File: config.mk
export PLATFORM = sky130hd
export DESIGN_NAME = led_breathe_pwm
export DESIGN_NICKNAME = d
export VERILOG_FILES = /design/src/rtl/led_pkg.sv /design/src/rtl/toggle_to_pulse.sv /design/src/rtl/led_breathe_pwm.sv
export SDC_FILE = /design/constraint.sdc
export NUM_CORES = 1
export LEC_CHECK = 0
export BUFFER_PORTS_ARGS = -buffer_cell sky130_fd_sc_hd__buf_2
export CAP_MARGIN = 25
export CORE_MARGIN = 3
export CORE_UTILIZATION = 30
export DETAILED_ROUTE_END_ITERATION = 10
export GPL_ROUTABILITY_DRIVEN = 0
export SETUP_SLACK_MARGIN = 0.1
export SKIP_CTS_REPAIR_TIMING = 1
export SYNTH_ARGS = -nofsm -noshare
export SYNTH_HDL_FRONTEND = slang
export SYNTH_SLANG_ARGS = --single-unit
File: constraint.sdc
create_clock -name clk -period 2.9 [get_ports clk]
set_input_delay 0.87 -clock clk [delete_from_list [all_inputs] [get_ports clk]]
set_output_delay 0.87 -clock clk [all_outputs]
set_load 0.05 [all_outputs]
File: src/rtl/led_pkg.sv
// Shared encodings for the LED breathe/PWM driver: output modes and breathe FSM phases.
package led_pkg;

   typedef enum logic [1:0] {
      MODE_OFF     = 2'd0,
      MODE_SOLID   = 2'd1,
      MODE_BLINK   = 2'd2,
      MODE_BREATHE = 2'd3
   } mode_e;

   typedef enum logic [1:0] {
      RAMP_UP   = 2'd0,
      HOLD_HIGH = 2'd1,
      RAMP_DOWN = 2'd2,
      HOLD_LOW  = 2'd3
   } phase_e;

endpackage

File: src/rtl/toggle_to_pulse.sv
// Turns every edge of a slow toggling level into a single-cycle pulse.
module toggle_to_pulse (
   input  logic clk,
   input  logic rst,
   input  logic level,
   output logic pulse,
   output logic level_d
);

   logic level_q;

   always_ff @(posedge clk or posedge rst) begin
      if (rst) begin
         level_q <= 1'b0;
      end else begin
         level_q <= level;
      end
   end

   assign pulse   = level ^ level_q;
   assign level_d = level_q;

endmodule

File: src/rtl/led_breathe_pwm.sv
// LED driver: off/solid/blink modes plus a PWM "breathe" ramp paced by an external step toggle.
module led_breathe_pwm
   import led_pkg::*;
#(
   parameter int unsigned PWM_BITS   = 8,
   parameter int unsigned HOLD_TICKS = 16
) (
   input  logic                clk,
   input  logic                rst,
   input  logic                enable,
   input  logic                step_in,
   input  logic [1:0]          mode,
   output logic                led_out,
   output logic [PWM_BITS-1:0] duty,
   output logic [1:0]          phase
);

   localparam int unsigned HoldW = $clog2(HOLD_TICKS) + 1;
   localparam logic [PWM_BITS-1:0] DutyMax  = '1;
   localparam logic [PWM_BITS-1:0] DutyOne  = PWM_BITS'(1);
   localparam logic [HoldW-1:0]    HoldLast = HoldW'(HOLD_TICKS - 1);

   mode_e               mode_s;
   logic                step_pulse;
   logic                step_d;
   logic                is_breathe;
   logic                breathe_q;
   logic                advance;

   logic [PWM_BITS-1:0] pwm_cnt_q;
   logic                led_out_q, led_out_d;
   phase_e              state_q, state_d;
   logic [PWM_BITS-1:0] duty_q, duty_d;
   logic [HoldW-1:0]    hold_q, hold_d;

   assign mode_s     = mode_e'(mode);
   assign is_breathe = (mode_s == MODE_BREATHE);
   // breathe_q gates stepping so a pulse landing on the entry cycle is dropped
   assign advance    = step_pulse & enable & is_breathe & breathe_q;

   toggle_to_pulse u_step (
      .clk     (clk),
      .rst     (rst),
      .level   (step_in),
      .pulse   (step_pulse),
      .level_d (step_d)
   );

   always_comb begin
      state_d = state_q;
      duty_d  = duty_q;
      hold_d  = hold_q;
      if (!is_breathe) begin
         state_d = RAMP_UP;
         duty_d  = '0;
         hold_d  = '0;
      end else if (advance) begin
         unique case (state_q)
            RAMP_UP: begin
               if (duty_q >= DutyMax - DutyOne) begin
                  duty_d  = DutyMax;
                  state_d = HOLD_HIGH;
                  hold_d  = '0;
               end else begin
                  duty_d = duty_q + DutyOne;
               end
            end
            HOLD_HIGH: begin
               if (hold_q >= HoldLast) begin
                  state_d = RAMP_DOWN;
                  hold_d  = '0;
               end else begin
                  hold_d = hold_q + 1'b1;
               end
            end
            RAMP_DOWN: begin
               if (duty_q <= DutyOne) begin
                  duty_d  = '0;
                  state_d = HOLD_LOW;
                  hold_d  = '0;
               end else begin
                  duty_d = duty_q - DutyOne;
               end
            end
            HOLD_LOW: begin
               if (hold_q >= HoldLast) begin
                  state_d = RAMP_UP;
                  hold_d  = '0;
               end else begin
                  hold_d = hold_q + 1'b1;
               end
            end
            default: begin
               state_d = RAMP_UP;
               duty_d  = '0;
               hold_d  = '0;
            end
         endcase
      end
   end

   always_comb begin
      led_out_d = 1'b0;
      unique case (mode_s)
         MODE_OFF:     led_out_d = 1'b0;
         MODE_SOLID:   led_out_d = 1'b1;
         MODE_BLINK:   led_out_d = step_d;
         MODE_BREATHE: led_out_d = (pwm_cnt_q < duty_q);
         default:      led_out_d = 1'b0;
      endcase
   end

   always_ff @(posedge clk or posedge rst) begin
      if (rst) begin
         pwm_cnt_q <= '0;
         led_out_q <= 1'b0;
         state_q   <= RAMP_UP;
         duty_q    <= '0;
         hold_q    <= '0;
         breathe_q <= 1'b0;
      end else begin
         pwm_cnt_q <= pwm_cnt_q + DutyOne;
         led_out_q <= led_out_d;
         state_q   <= state_d;
         duty_q    <= duty_d;
         hold_q    <= hold_d;
         breathe_q <= is_breathe;
      end
   end

   assign led_out = led_out_q;
   assign duty    = duty_q;
   assign phase   = state_q;

endmodule

==> results.cfg, run 1 <==
[outcome]
status = completed

[clocking]
cts-root-buf = clkbuf_8
cts_tree = yes
htreeDepth = 1
cts_buffers = 3
clk_pin_slew_ns = 0.10
cts.sinks = 26
clockBufferDepth = 2
clock_latency_ns = 0.27

[placed_design]
portBuffers = 16
hpwlAfterDp_mm = 2.95
place_ws_ns = 0.499

[synth]
yosys-top-cells-area = dfrtp_1, ha_1, inv_1, xnor2_1, nand2_1
ys_seq_area_share_pct = 36.0
synth_cell_types = 50
synth-edff-count = 0
yosys.area.top_type = dfrtp_1
synth_fp_nets = 215
ys_ff_latch = 26
ys_warn_count = 0
syn_avg_cell_area_um2 = 9.50
synth_flop_cell = dfrtp_1
netlist_instances = 190
mappedNetlistArea_um2 = 1810
synth-async-reset-ratio_pct = 100
synth_top_area_share_pct = 36.0

[power_and_ir_drop]
seqPwrFrac_pct = 56.6
leakagePower_nw = 0.918
max-vdd-ir-drop_mv = 0.218
p_sw_share_pct = 23.2
comb_power_share_pct = 6.5
p_per_area_nw_per_um2 = 323
p_sw_w = 0.000150
p_int_w = 0.000499
pwr-share-clk_pct = 36.9

[floorplan]
die_w_um = 83.6
initial_core_util_pct = 31.8
rows = 27
io_pins = 17
coreArea_um2 = 5680
die-area_um2 = 6980
die_y_um = 83.6

[global_route]
grt_pass1_vias = 1362
grt_max_degree = 27
overflow = 0
grt_pass1_wl_mm = 6.53
antenna_found_initial = 0
grt_usage_pct = 11.3

[finish]
layout-drive-gt1-share_pct = 15.4
post-route-util_pct = 35.4
num_antenna_cells = 0
syn_to_final_growth_pct = 11.4
nNetsFinal = 234
fillers = 598

[drt]
routed_via_density = 5.26
post-route-drc-count = 0
ant_nets = 0
wl_per_cell_um = 14.0
postRouteWirelength_mm = 3.91
drtIter0Drc = 88
vias = 1472
drt_first_pass_iters = 4

[timing]
fin_skew_ns = 0.0103
slew_violations = 0
fin_ws_ns = 0.504
period_needed_ns = 2.40
rsz0062_at_grt = false
slew_headroom_pct = 66.8
max_freq_mhz = 417
tightest_slew_ns = 0.493
finalHoldViolCount = 0
tns_ns = 0
setup_viol = 0
fin_crit_sh_pct = 82.6

[setup_path]
endpoint_kind = flop
cp_max_fo = 10
critPathKind = reg -> reg
worstPathArrival_ns = 2.56
cp-start-kind = flop
cp.required_ns = 3.06

[worst_hold_path]
hold_path.class = reg -> reg

[job]
maxCapViolations = 0
-- worst paths after layout --
check | slack [ns] | cells past startpoint | startpoint | endpoint
max reg2reg | 0.50 | 6 | duty[1] | hold_q[4]
min reg2reg | 0.50 | 1 | pwm_cnt_q[7] | pwm_cnt_q[7]
max in group asynchronous | 2.01 | 3 | rst | duty[3]
min in group asynchronous | 0.63 | 3 | rst | pwm_cnt_q[0]
max | 0.50 | 6 | duty[1] | hold_q[4]
min | 0.50 | 1 | pwm_cnt_q[7] | pwm_cnt_q[7]
-- cell usage after synthesis, drive strengths merged (2+ instances only) --
cell type	number
xnor2	7
or4	3
a22o	3
nand4	2
a211oi	2
xor2	3
nor3	4
o2111a	2
clkbuf	4
or2	2
ha	19
a32o	2
o21a	3
o2111ai	2
buf	2
a31oi	2
o21ai	6
a21o	6
nand2b	2
a221oi	3
nor2	13
nor4	2
mux2i	2
inv	18
dfrtp	26
and3	3
a21oi	7
nand3	9
o31ai	3
nand2	14
-- per-stage QoR --
| stage | hold slack [ns] | cells | total power [W] | area (um2) |
|---|---|---|---|---|
| 2_1_floorplan | 0.448 | 190 | 0.000402 | 1810 |
| 3_3_place_gp | 0.482 | 276 | 0.000417 | 1960 |
| 3_5_place_dp | 0.486 | 276 | 0.000417 | 1960 |
| 4_1_cts | 0.502 | 280 | 0.000658 | 2010 |
| 5_1_grt | 0.528 | 280 | 0.000682 | 2010 |
| 6_report | 0.497 | 280 | 0.000649 | 2010 |
-- layout make-up --
class	count	area (um2)	area share, %
Clock buffer	4	55.1	2.74
Inverter	18	67.6	3.36
Multi-Input combinational cell	140	1040	51.6
Sequential cell	26	651	32.4
Tap cell	72	90.1	4.48
Timing Repair Buffer	20	110	5.48
-- layer usage --
layer	GRT usage, %	wire length (um)	up-vias
li1	-	-	730
met1	16.1	2040	698
met2	17.3	1670	40
met3	1.78	145	4
met4	3.95	57	0
met5	0	0	-
-- cells by family (layout without fill, tap and decap cells) --
group	count (synthesis)	in the layout	share of synthesized area, %
buffers and inverters	24	42	6.51
xor gates and xnor gates	10	10	4.85
AOI/OAI and AO/OA	50	50	21.4
adders and majority gates	19	19	13.2
and+or+nand+nor	58	58	16.3
muxes	3	3	1.73
DFF	26	26	36.0
-- sequential cells by signal (all words and copies together), names as in the netlist --
register,count
pwm_cnt_q,8
u_step.level_d,1
led_out,1
phase,2
duty,8
breathe_q,1
hold_q,5
-- worst max-delay path: stages, from the launching register on --
cell and delay [ns]:
dfrtp_1 0.49, inv_1 0.20, ha_1 0.30, nor2_1 0.10, o41a_1 0.43, o31ai_4 0.37, mux2_2 0.38
-- layout by cell type, fill, tap and decap left out, drive strengths merged, types with 2 or more instances in the layout --
master   instances
a32o             2
dfrtp           26
a31oi            2
a211oi           2
nand2           14
nand3            9
nand4            2
o21ai            6
o21a             3
a21o             6
o2111a           2
o31ai            3
o2111ai          2
a221oi           3
and3             3
a21oi            7
mux2i            2
or2              2
ha              19
nor3             4
xor2             3
inv             18
nor4             2
xnor2            7
nand2b           2
nor2            13
a22o             3
or4              3
buf             20
clkbuf           4
-- power groups by stage --
stage / clock (W) / sequential [W] / combinational (W)
finish: 0.000240 / 0.000367 / 0.0000421
floorplan: 0 / 0.000380 / 0.0000224
global placement: 0 / 0.000374 / 0.0000425
global route: 0.000267 / 0.000367 / 0.0000476
CTS: 0.000248 / 0.000367 / 0.0000433
detailed placement: 0 / 0.000374 / 0.0000432
Power figures use the tool's default switching activity.
==> run 2: changes to the inputs <==
==> constraint.sdc (replaced) <==
create_clock -name clk -period 2.1 [get_ports clk]
set_input_delay 0.63 -clock clk [delete_from_list [all_inputs] [get_ports clk]]
set_output_delay 0.63 -clock clk [all_outputs]
set_load 0.05 [all_outputs]
==> run 2 against run 1 <==
  * Sequential power rose by 38%
  * Sequential cell count did not move
  * Worst hold slack got worse by 0.11 ns
  * Total power rose by 36%
  * Critical path depth fell by 2
  * Worst setup slack got worse by 0.48 ns
  * First-iteration DRC count fell by 13%
  * Die area did not move
  * Via count rose by 4.8%
  * Largest power group unchanged
==> results.cfg, run 2 (synthesized netlist as in run 1, its figures left out) <==
[timing]
max_freq_mhz = 482
fin_skew_ns = 0.00738
slew_headroom_pct = 69.8
rsz0062_at_grt = true
finalHoldViolCount = 0
holdWs_ns = 0.391
fin_crit_sh_pct = 98.7
period_needed_ns = 2.07
tightest_slew_ns = 0.451
setup_viol = 0
slew_violations = 0

[setup_path]
r2r-start = duty[7]
cpPeakStageDelay_ns = 0.54
critPathTopFamily = compound AO/OA/AOI/OAI gates
endpoint_kind = flop
critPathKind = reg -> reg
crit_path_cell_trace = or4_4 -> o41a_1 -> o31ai_4 -> mux2_2
r2r-end = hold_q[4]
cp-start-kind = flop
r2r_setup_slack_ns = 0.03
worstPathArrival_ns = 2.25
path_buf_inv = 0
cp_max_fo = 5
critical_path.slowest_cell = or4_4
cp.required_ns = 2.28
r2r_cells = 4

[placed_design]
portBuffers = 16
dp.cells = 291
hpwlAfterDp_mm = 3.20

[finish]
layout-drive-gt1-share_pct = 27.7
layout_commonest_cell = buf_4
fin_cells = 296
syn_to_final_growth_pct = 19.3
nNetsFinal = 250
num_antenna_cells = 0
mostFrequentLayoutCells = buf_4, inv_1, ha_1, dfrtp_1, buf_2

[power_and_ir_drop]
p_int_w = 0.000663
p_sw_share_pct = 25.0
p_sw_w = 0.000221
p_per_area_nw_per_um2 = 411
pwr-share-clk_pct = 35.1
seqPwrFrac_pct = 57.3
comb_power_share_pct = 7.6
leakagePower_nw = 0.971
max-vdd-ir-drop_mv = 0.233

[clocking]
clk_pin_slew_ns = 0.10
cts_buffers = 3
cts_tree = yes
cts.sinks = 26
htreeDepth = 1
cts-root-buf = clkbuf_8
clockBufferDepth = 2
clock_latency_ns = 0.28

[drt]
postRouteWirelength_mm = 4.29
post-route-drc-count = 0
routed_via_density = 5.21
drtIter0Drc = 77
drt_first_pass_iters = 4
vias = 1542
wl_per_cell_um = 14.5
ant_nets = 0

[global_route]
grt_max_degree = 27
overflow = 0
antenna_found_initial = 0
grt_pass1_vias = 1437
grt_usage_pct = 12.7
grt_pass1_wl_mm = 7.25

[floorplan]
rows = 27
coreArea_um2 = 5680
initial_core_util_pct = 31.8
io_pins = 17
die-area_um2 = 6980
die_y_um = 83.6
die_w_um = 83.6

[outcome]
status = completed

[worst_hold_path]
hold_path.class = in -> async

[job]
maxCapViolations = 0
[run 2: cell types whose count changed in the layout (fill, tap and decap cells not counted), sizes merged]
cell and change:
buf +16
[run 2: layout make-up]
cell class / count / area (um2)
tap: 72 / 90.1
multi-input combinational: 140 / 1060
inverter: 18 / 67.6
clock buffer: 4 / 45.0
timing repair buffer: 36 / 230
sequential: 26 / 663
fill: 598 / 3520
[run 2: layer usage]
layer	vias up	wire length (um)	part of all wire [%]	GRT usage [%]
li1	760	-	-	-
met1	742	2160	50	18.4
met2	36	1840	43	18.3
met3	4	204	4.8	1.88
met4	0	82	1.9	5.70
met5	-	0	0	0
[run 2: how the worst max path moves through the flow]
stage,end,slack [ns],cells after the start,startpoint
floorplan,hold_q[4],-0.22,5,duty[5]
global placement,hold_q[4],0.06,4,duty[7]
detailed placement,hold_q[4],0.03,4,duty[7]
CTS,hold_q[4],0.01,4,duty[7]
global route,hold_q[4],-0.03,4,duty[7]
finish,hold_q[4],0.03,4,duty[7]
[run 2: power by group through the flow]
stage          sequential, W  combinational (W)  clock, W
3_3_place_gp        0.000516          0.0000663         0
2_1_floorplan       0.000525          0.0000308         0
4_1_cts             0.000507          0.0000669  0.000322
3_5_place_dp        0.000517          0.0000666         0
6_report            0.000507          0.0000671  0.000311
5_1_grt             0.000508          0.0000752  0.000342
[run 2: stage by stage]
| step | total power, W | cell area [um2] | TNS, ns | utilization (%) | setup WS, ns |
|---|---|---|---|---|---|
| 2_1_floorplan | 0.000555 | 1820 | -0.780 | - | -0.224 |
| 3_3_place_gp | 0.000583 | 2080 | 0 | 36.6 | 0.0611 |
| 3_5_place_dp | 0.000583 | 2080 | 0 | 36.6 | 0.0344 |
| 4_1_cts | 0.000896 | 2120 | 0 | 37.4 | 0.0138 |
| 5_1_grt | 0.000925 | 2150 | -0.122 | 38.0 | -0.0287 |
| 6_report | 0.000885 | 2150 | 0 | 38.0 | 0.0264 |
[run 2: worst min-delay path, delay by kind of cell]
kind,cells,cell delay (ns)
buf+inv,3,0.45
==> run 3: changes to the inputs <==
==> constraint.sdc (replaced) <==
create_clock -name clk -period 2.5 [get_ports clk]
set_input_delay 0.75 -clock clk [delete_from_list [all_inputs] [get_ports clk]]
set_output_delay 0.75 -clock clk [all_outputs]
set_load 0.05 [all_outputs]
==> run 3 against run 2 <==
  * Routed wire length is 8.3% lower
  * Via count fell by 4.2%
  * Critical path depth is 2 higher
  * First-iteration DRC count increased by 45%
  * Non-clock buffer count shrank 14
  * Worst hold slack gained 0.098 ns
  * Critical path type unchanged
==> results.cfg, run 3 (synthesized netlist as in run 1, its figures left out) <==
[clocking]
cts.sinks = 26
cts_buffers = 3
htreeDepth = 1
cts_tree = yes
clk_pin_slew_ns = 0.10
clockBufferDepth = 2
clock_latency_ns = 0.27
cts-root-buf = clkbuf_8

[drt]
vias = 1478
wl_per_cell_um = 13.9
drtIter0Drc = 112
drt_first_pass_iters = 4
ant_nets = 0
routed_via_density = 5.24
post-route-drc-count = 0
postRouteWirelength_mm = 3.93

[setup_path]
r2r_setup_slack_ns = 0.31
critPathKind = reg -> reg
endpoint_kind = flop
startpoint = duty[1]
cpPeakStageDelay_ns = 0.49
critical_path.slowest_cell = dfrtp_1
r2r-start = duty[1]
cp_max_fo = 9
crit_path_cell_trace = inv_1 -> ha_1 -> nor2_1 -> o41a_1 -> o31ai_4 -> mux2_2
r2r_cells = 6
cp.required_ns = 2.67
cp-start-kind = flop
worstPathArrival_ns = 2.36
r2r-end = hold_q[4]
endpoint = hold_q[4]

[power_and_ir_drop]
p_int_w = 0.000554
comb_power_share_pct = 7.1
p_per_area_nw_per_um2 = 361
p_sw_share_pct = 24.0
leakagePower_nw = 0.920
max-vdd-ir-drop_mv = 0.196
pwr-share-clk_pct = 34.4
p_sw_w = 0.000174
seqPwrFrac_pct = 58.5

[finish]
fillers = 607
num_antenna_cells = 0
multi_input_area_um2 = 1040
mostFrequentLayoutCells = dfrtp_1, ha_1, inv_1, buf_2, nand2_1
post-route-util_pct = 35.5
layout-drive-gt1-share_pct = 16.2
regArea_um2 = 652
syn_to_final_growth_pct = 11.7
nNetsFinal = 236
layout_commonest_cell = dfrtp_1

[global_route]
grt_pass1_wl_mm = 6.95
overflow = 0
grt_pass1_vias = 1422
grt_max_degree = 21
grt_usage_pct = 11.9
antenna_found_initial = 0

[timing]
slew_violations = 0
holdWs_ns = 0.488
period_needed_ns = 2.19
fin_crit_sh_pct = 87.5
setup_viol = 0
fin_skew_ns = 0.00771
tightest_slew_ns = 0.816
max_freq_mhz = 457
tns_ns = 0
rsz0062_at_grt = false
slew_headroom_pct = 45.5
finalHoldViolCount = 0

[floorplan]
initial_core_util_pct = 31.8
rows = 27
io_pins = 17
die-area_um2 = 6980
die_w_um = 83.6
coreArea_um2 = 5680
die_y_um = 83.6

[outcome]
status = completed

[worst_hold_path]
hold_path.class = reg -> reg

[placed_design]
hpwlAfterDp_mm = 3.03
portBuffers = 16

[job]
maxCapViolations = 0
==> run 3: cell count changes in the layout (fill, tap and decap cells not counted), sizes merged <==
cell	before	now
buf	36	22
==> run 3: area by class of cell <==
| type | count | area share (%) |
|---|---|---|
| Inverter | 18 | 3.35 |
| Clock buffer | 4 | 2.23 |
| Timing Repair Buffer | 22 | 6.20 |
| Tap cell | 72 | 4.47 |
| Sequential cell | 26 | 32.3 |
| Multi-Input combinational cell | 140 | 51.4 |
==> run 3: worst max-delay path: cells and delay by family (launching register included) <==
| kind | cells | cell delay [ns] |
|---|---|---|
| flops | 1 | 0.49 |
| fa+ha+maj | 1 | 0.29 |
| buf+inv | 1 | 0.18 |
| simple gates | 1 | 0.10 |
| mux | 1 | 0.36 |
| compound gates | 2 | 0.68 |
==> run 3: through the flow <==
step	power (W)	worst slack (ns)	cells	instance area, um2
after floorplan	0.000467	0.116	190	1810
after global placement	0.000487	0.345	278	1970
after detailed placement	0.000487	0.331	278	1970
after CTS	0.000746	0.311	282	2020
after global routing	0.000764	0.167	282	2020
final	0.000728	0.312	282	2020
==> run 3: layer usage <==
layer	vias up	routed length (um)	share of wire, %	global-route usage, %
li1	733	-	-	-
met1	698	1990	51	17.7
met5	-	0	0	0
met3	7	196	5.0	1.68
met4	0	63	1.6	3.07
met2	40	1680	43	17.8
==> run 3: worst min path at each step <==
| stage | from | end | slack, ns | cells after the start |
|---|---|---|---|---|
| after floorplan | pwm_cnt_q[0] | pwm_cnt_q[0] | 0.45 | 1 |
| after global placement | pwm_cnt_q[7] | pwm_cnt_q[7] | 0.48 | 1 |
| after detailed placement | pwm_cnt_q[7] | pwm_cnt_q[7] | 0.47 | 1 |
| after CTS | pwm_cnt_q[7] | pwm_cnt_q[7] | 0.49 | 1 |
| after global routing | pwm_cnt_q[7] | pwm_cnt_q[7] | 0.53 | 1 |
| final | pwm_cnt_q[7] | pwm_cnt_q[7] | 0.49 | 1 |
==> run 3: power groups by stage <==
stage	clock network (W)	registers (W)	logic [W]
after floorplan	0	0.000441	0.0000259
after CTS	0.000267	0.000426	0.0000532
after global placement	0	0.000434	0.0000526
final	0.000250	0.000426	0.0000520
after detailed placement	0	0.000434	0.0000530
after global routing	0.000279	0.000426	0.0000584
